**src/rtl/id_stage_pipe_pkg.sv**
```systemverilog
// rtl/id_stage_pipe_pkg.sv - MIPS opcode/funct constants and instruction field split
package id_stage_pipe_pkg;

  localparam logic [5:0] R_FORM = 6'h00;
  localparam logic [5:0] J      = 6'h02;
  localparam logic [5:0] JAL    = 6'h03;
  localparam logic [5:0] BEQ    = 6'h04;
  localparam logic [5:0] BNE    = 6'h05;
  localparam logic [5:0] ADDI   = 6'h08;
  localparam logic [5:0] SLTI   = 6'h0A;
  localparam logic [5:0] ANDI   = 6'h0C;
  localparam logic [5:0] ORI    = 6'h0D;
  localparam logic [5:0] XORI   = 6'h0E;
  localparam logic [5:0] LUI    = 6'h0F;
  localparam logic [5:0] LW     = 6'h23;
  localparam logic [5:0] SW     = 6'h2B;

  localparam logic [5:0] JR     = 6'h08;
  localparam logic [5:0] JALR   = 6'h09;

  typedef struct packed {
    logic [5:0]  op;
    logic [4:0]  rs;
    logic [4:0]  rt;
    logic [4:0]  rd;
    logic [4:0]  shamt;
    logic [5:0]  funct;
    logic [15:0] imm;
  } ins_fields_t;

  function automatic ins_fields_t split_ins(input logic [31:0] ins);
    ins_fields_t f;
    f.op    = ins[31:26];
    f.rs    = ins[25:21];
    f.rt    = ins[20:16];
    f.rd    = ins[15:11];
    f.shamt = ins[10:6];
    f.funct = ins[5:0];
    f.imm   = ins[15:0];
    return f;
  endfunction

endpackage

```
**src/rtl/id_regfile.sv**
```systemverilog
// rtl/id_regfile.sv - two-read/one-write register file with write-to-read bypass
module id_regfile #(
  parameter int XLEN = 32,
  parameter int NREG = 32,
  parameter int RA_W = 5
) (
  input  logic            CLK,
  input  logic            RST,
  input  logic [RA_W-1:0] ra1,
  input  logic [RA_W-1:0] ra2,
  output logic [XLEN-1:0] rd1,
  output logic [XLEN-1:0] rd2,
  input  logic            we,
  input  logic [RA_W-1:0] wa,
  input  logic [XLEN-1:0] wd
);

  logic [XLEN-1:0] regs [NREG];

  always_ff @(posedge CLK or posedge RST) begin
    if (RST) begin
      for (int i = 0; i < NREG; i++) regs[i] <= '0;
    end else if (we && wa != '0) begin
      regs[wa] <= wd;
    end
  end

  // Register 0 is hardwired: never bypassed, never read from storage
  always_comb begin
    rd1 = '0;
    rd2 = '0;
    if (ra1 != '0) rd1 = (we && wa == ra1) ? wd : regs[ra1];
    if (ra2 != '0) rd2 = (we && wa == ra2) ? wd : regs[ra2];
  end

endmodule

```
**src/rtl/id_stage_pipe.sv**
```systemverilog
// rtl/id_stage_pipe.sv - MIPS decode stage with load-use stall, flush and ID/EX handshake
module id_stage_pipe #(
  parameter int XLEN = 32,
  parameter int NREG = 32,
  parameter int RA_W = 5
) (
  input  logic            CLK,
  input  logic            RST,
  input  logic            in_valid,
  output logic            in_ready,
  input  logic [31:0]     ins,
  input  logic [XLEN-1:0] in_pc4,
  input  logic            wb_en,
  input  logic [RA_W-1:0] wb_addr,
  input  logic [XLEN-1:0] wb_data,
  input  logic            ex_ld,
  input  logic [RA_W-1:0] ex_rt,
  input  logic            flush,
  output logic            out_valid,
  input  logic            out_ready,
  output logic [XLEN-1:0] out_rdata1,
  output logic [XLEN-1:0] out_rdata2,
  output logic [XLEN-1:0] out_imm,
  output logic [XLEN-1:0] out_pc4,
  output logic [RA_W-1:0] out_wadr,
  output logic            out_we,
  output logic [5:0]      out_op,
  output logic [5:0]      out_funct,
  output logic [4:0]      out_shamt
);

  import id_stage_pipe_pkg::*;

  ins_fields_t     f;
  logic [RA_W-1:0] rs, rt, rd, dest;
  logic [XLEN-1:0] rdata1, rdata2, imm;
  logic [31:0]     lui_val;
  logic            we, uses_rt, hazard, accept;

  assign f  = split_ins(ins);
  assign rs = RA_W'(f.rs);
  assign rt = RA_W'(f.rt);
  assign rd = RA_W'(f.rd);

  id_regfile #(.XLEN(XLEN), .NREG(NREG), .RA_W(RA_W)) u_regfile (
    .CLK (CLK),
    .RST (RST),
    .ra1 (rs),
    .ra2 (rt),
    .rd1 (rdata1),
    .rd2 (rdata2),
    .we  (wb_en),
    .wa  (wb_addr),
    .wd  (wb_data)
  );

  // Logical immediates zero-extend; LUI and the rest sign-extend to XLEN
  assign lui_val = {f.imm, 16'h0000};

  always_comb begin
    imm = XLEN'($signed(f.imm));
    case (f.op)
      ANDI, ORI, XORI: imm = XLEN'(f.imm);
      LUI:             imm = XLEN'($signed(lui_val));
      default:         ;
    endcase
  end

  always_comb begin
    dest = rt;
    if (f.op == JAL)         dest = RA_W'(NREG - 1);
    else if (f.op == R_FORM) dest = rd;
  end

  always_comb begin
    we = 1'b1;
    case (f.op)
      SW, BEQ, BNE, J: we = 1'b0;
      R_FORM:          we = (f.funct != JR);
      default:         ;
    endcase
    if (dest == '0) we = 1'b0;
  end

  assign uses_rt  = (f.op == R_FORM) || (f.op == BEQ) || (f.op == BNE) || (f.op == SW);
  assign hazard   = ex_ld && (ex_rt != '0) &&
                    ((ex_rt == rs) || (uses_rt && (ex_rt == rt)));
  assign in_ready = (!out_valid || out_ready) && !hazard && !flush;
  assign accept   = in_valid && in_ready;

  always_ff @(posedge CLK or posedge RST) begin
    if (RST) begin
      out_valid  <= 1'b0;
      out_rdata1 <= '0;
      out_rdata2 <= '0;
      out_imm    <= '0;
      out_pc4    <= '0;
      out_wadr   <= '0;
      out_we     <= 1'b0;
      out_op     <= '0;
      out_funct  <= '0;
      out_shamt  <= '0;
    end else if (flush) begin
      out_valid  <= 1'b0;
    end else if (accept) begin
      out_valid  <= 1'b1;
      out_rdata1 <= rdata1;
      out_rdata2 <= rdata2;
      out_imm    <= imm;
      out_pc4    <= in_pc4;
      out_wadr   <= dest;
      out_we     <= we;
      out_op     <= f.op;
      out_funct  <= f.funct;
      out_shamt  <= f.shamt;
    end else if (out_ready) begin
      out_valid  <= 1'b0;
    end
  end

endmodule

```
**config.mk**
```make
export PLATFORM = sky130hd
export DESIGN_NAME = id_stage_pipe
export DESIGN_NICKNAME = d
export VERILOG_FILES = /design/src/rtl/id_stage_pipe_pkg.sv /design/src/rtl/id_regfile.sv /design/src/rtl/id_stage_pipe.sv
export SDC_FILE = /design/constraint.sdc
export NUM_CORES = 2
export LEC_CHECK = 0
export CAP_MARGIN = 20
export CORE_MARGIN = 2
export CORE_UTILIZATION = 45
export DETAILED_ROUTE_END_ITERATION = 16
export GPL_TIMING_DRIVEN = 0
export PLACE_DENSITY_LB_ADDON = 0.08
export SYNTH_ARGS = -nofsm -noshare
export SYNTH_HDL_FRONTEND = slang
export SYNTH_SLANG_ARGS = --single-unit
```
**constraint.sdc**
```tcl
create_clock -name CLK -period 81.4 [get_ports CLK]
set_clock_uncertainty 0.2 [all_clocks]
set_input_delay 8.14 -clock CLK [delete_from_list [all_inputs] [get_ports CLK]]
set_output_delay 8.14 -clock CLK [all_outputs]
set_load 0.01 [all_outputs]
```
==> results.py <==
metrics = {
    "global_routing": {
        "antenna_found_initial": 12,
        "busiest_layer": "met2",
        "grt.overflow.total": 0,
        "grt_pass1_vias": 44480,
        "met3_usage_pct": 10.92,
        "grt.met2_usage_pct": 52.58,
        "grt_max_degree": 123,
        "grt_usage_pct": 35.81,
        "grt_pass1_wl_mm": 333.8,
        "gr-usage-met1_pct": 47.44,
    },
    "route": {
        "ant_nets": 0,
        "viasPerCell": 6.534,
        "dr.pass1.iters": 6,
        "dr_total_vias": 44720,
        "dr.first_iter.drc_count": 5529,
        "drc": 0,
        "wirelength_mm": 237.5,
        "wl_per_cell_um": 34.71,
    },
    "clock_tree": {
        "cts-root-buf": "clkbuf_16",
        "cts_tree": "built",
        "numCtsBuffers": 136,
        "cts.sinks": 1176,
        "clock_latency_ns": 0.79,
        "h-tree-depth": 4,
        "post_cts_resized": 0,
        "cts_buffer_depth": 3,
        "hold_buffers": 0,
        "clk_pin_slew_ns": 0.06,
        "postCtsSetupRepairBufs": 0,
    },
    "placed_design": {
        "place_congestion": 0.9490,
        "place_area_mm2": 0.06463,
        "dp_hpwl_mm": 169.4,
        "io_buffers": 253,
    },
    "synth": {
        "synthDistinctLibCells": 51,
        "synth_enable_flop_cells": 0,
        "synth_top_area_share_pct": 50.09,
        "syn-num-nets": 4639,
        "ys_warn_count": 0,
        "ys_top_cells_by_area": "dfrtp_1 (50%), mux4_2 (19%), mux2_2 (11%)",
        "syn_inst": 4526,
        "netlist_area_mm2": 0.05875,
        "ys.flop_type": "dfrtp_1",
        "synth_seq_area_share_pct": 50.09,
        "async_flop_share_pct": 100.0,
        "avgSynthCellArea_um2": 12.98,
        "ys_ff_latch": 1176,
        "yosysTopAreaCell": "dfrtp_1",
    },
    "timing": {
        "worstMarginPinSlew_ns": 1.311,
        "post-route-period-util_pct": 22.96,
        "setup_viol": 0,
        "slew_headroom_pct": 12.62,
        "slew_viol_final": 0,
        "hold_viol": 0,
        "fin_crit_ns": 18.69,
        "max_freq_mhz": 53.52,
        "whs_ns": 0.2785,
        "rsz0062_at_grt": "no",
        "final.setup.tns_ns": 0,
    },
    "setup_path": {
        "worstReg2RegEnd": "out_rdata1[16]$_DFFE_PP0P_",
        "endpoint_kind": "primary output",
        "crit_fanout": 3,
        "r2r_cells": 8,
        "crit_arrival_ns": 10.35,
        "rr_startpoint": "out_valid$_DFFE_PP0P_",
        "cp-start-kind": "primary input",
        "critical_path_class": "primary input to primary output",
        "r2r_setup_slack_ns": 78.14,
        "worstPathRequired_ns": 73.06,
    },
    "finish": {
        "drive_gt1_share_pct": 28.90,
        "final_util_pct": 53.59,
        "finalInstanceArea_mm2": 0.06939,
        "final_nets": 5102,
        "area_growth_pct": 18.11,
    },
    "floorplanning": {
        "dieArea_mm2": 0.1335,
        "die_w_um": 365.3,
        "initial_core_util_pct": 45.38,
        "core_mm2": 0.1295,
        "ios": 266,
        "rows": 132,
        "fp.dieH_um": 365.3,
    },
    "power_and_ir_drop": {
        "ir_drop_uv": 20.85,
        "p_leak_nw": 29.16,
        "power_density_mw_per_mm2": 25.70,
    },
    "min_path": {
        "hp-class": "register to register",
        "hold_depth": 1,
        "min_to": "out_wadr[0]$_DFFE_PP0P_",
        "min_from": "out_wadr[0]$_DFFE_PP0P_",
    },
    "flow_run": {
        "maxCapViolCount": 0,
    },
    "run_status": {
        "status": "finished, final reports clean",
    },
}
==> flip-flops by register name, summed over array words and instances, names as in the netlist <==
register,flops
u_regfile.regs,1024
out_op,6
out_rdata2,32
out_wadr,5
out_shamt,5
out_rdata1,32
out_we,1
out_valid,1
out_imm,32
out_pc4,32
out_funct,6
==> stage by stage <==
stage / power (mW) / instances / setup slack (ns)
floorplan: 1.000 / 4526 / 39.93
global placement: 1.131 / 6521 / 24.47
detailed placement: 1.143 / 6585 / 62.72
CTS: 1.782 / 6824 / 62.71
global route: 1.850 / 6837 / 62.54
finish: 1.784 / 6843 / 62.71
==> cell usage after synthesis, types with 2 or more instances <==
cell type / instances
nor2_1: 27
nor3_1: 39
a22o_1: 2
nor4b_1: 5
o31ai_1: 2
buf_6: 9
a21oi_1: 142
o221ai_1: 30
a2111oi_0: 2
buf_1: 51
dfrtp_1: 1176
nor4_1: 4
or2_2: 3
and2_1: 3
nand3b_1: 8
nor2b_1: 5
or4_1: 3
a21o_1: 5
a22oi_1: 242
xnor2_1: 12
nor3b_1: 5
o21ai_0: 486
nand2_1: 615
nand4_1: 3
o211ai_1: 2
mux2_2: 596
buf_2: 55
clkbuf_1: 362
mux2i_1: 23
nand3_1: 9
a221o_1: 31
inv_1: 33
buf_4: 3
mux4_2: 507
xor2_1: 8
nand2b_1: 3
==> routing by layer <==
metal	wire (um)	part of all wire, %
met1	92910	39
met2	105900	45
met3	24830	10
met4	13660	5.8
met5	146	0.061
==> cells by family (layout without fill, tap and decap cells) <==
| kind of cell | Yosys count | after routing | synth area share, % |
|---|---|---|---|
| flip-flops | 1176 | 1176 | 50.09 |
| multiplexers | 1126 | 1126 | 31.25 |
| AO/OA/AOI/OAI | 950 | 950 | 9.685 |
| AND/OR/NAND/NOR | 741 | 741 | 5.151 |
| buffers and inverters | 513 | 1077 | 3.529 |
| XOR/XNOR | 20 | 20 | 0.2981 |
| other | 0 | 11 | 0 |
==> worst max-delay path by stage <==
stage	from	end	slack (ns)	depth (start not counted)
5_1_grt	ex_rt[1]	in_ready	62.54	6
3_3_place_gp	RST	u_regfile.regs[311]$_DFFE_PP0P_	24.47	2
2_1_floorplan	RST	out_funct[0]$_DFFE_PP0P_	39.93	1
4_1_cts	ex_rt[1]	in_ready	62.71	6
6_report	ex_rt[1]	in_ready	62.71	6
3_5_place_dp	ex_rt[1]	in_ready	62.72	6
==> report_power, final <==
part           switching, mW  internal [mW]  leakage, nW
registers             0.0828          0.695         15.1
clock network          0.261          0.382         2.28
logic                  0.166          0.197         11.8
==> worst max-delay path: stages <==
cell,delay (ns)
clkdlybuf4s50_1,0.48
or4_1,0.56
o2111ai_1,0.27
nor4_1,0.10
nor3b_1,0.19
clkdlybuf4s50_1,0.60
==> cell type report <==
cell class              instances  area [um^2]
clock inverters                43        553.0
well taps                    1742         2180
multi-input cells            2837        27250
plain buffers                 480         1957
fillers                     11230        60090
repair buffers                325         3794
diodes                         11        27.53
flip-flops and latches       1176        29430
inverters                      33        131.4
clock buffers                 196         4069
==> cell usage in the layout, fill, tap and decap left out, types with 20 or more instances in the layout <==
cell | synthesis | routed
buf_2 | 55 | 60
dfrtp_1 | 1176 | 1176
nor3_1 | 39 | 39
mux4_2 | 507 | 507
a21oi_1 | 142 | 142
o221ai_1 | 30 | 30
nor2_1 | 27 | 26
a22oi_1 | 242 | 242
o21ai_0 | 486 | 486
clkbuf_8 | 0 | 27
buf_8 | 0 | 55
a221o_1 | 31 | 31
clkbuf_16 | 0 | 144
inv_1 | 33 | 32
nand2_1 | 615 | 615
mux2_2 | 596 | 596
clkdlybuf4s50_1 | 0 | 253
mux2i_1 | 23 | 23
clkbuf_1 | 362 | 386
buf_1 | 51 | 46
clkinv_2 | 0 | 20
No activity file was read; power rests on OpenSTA's default activity.
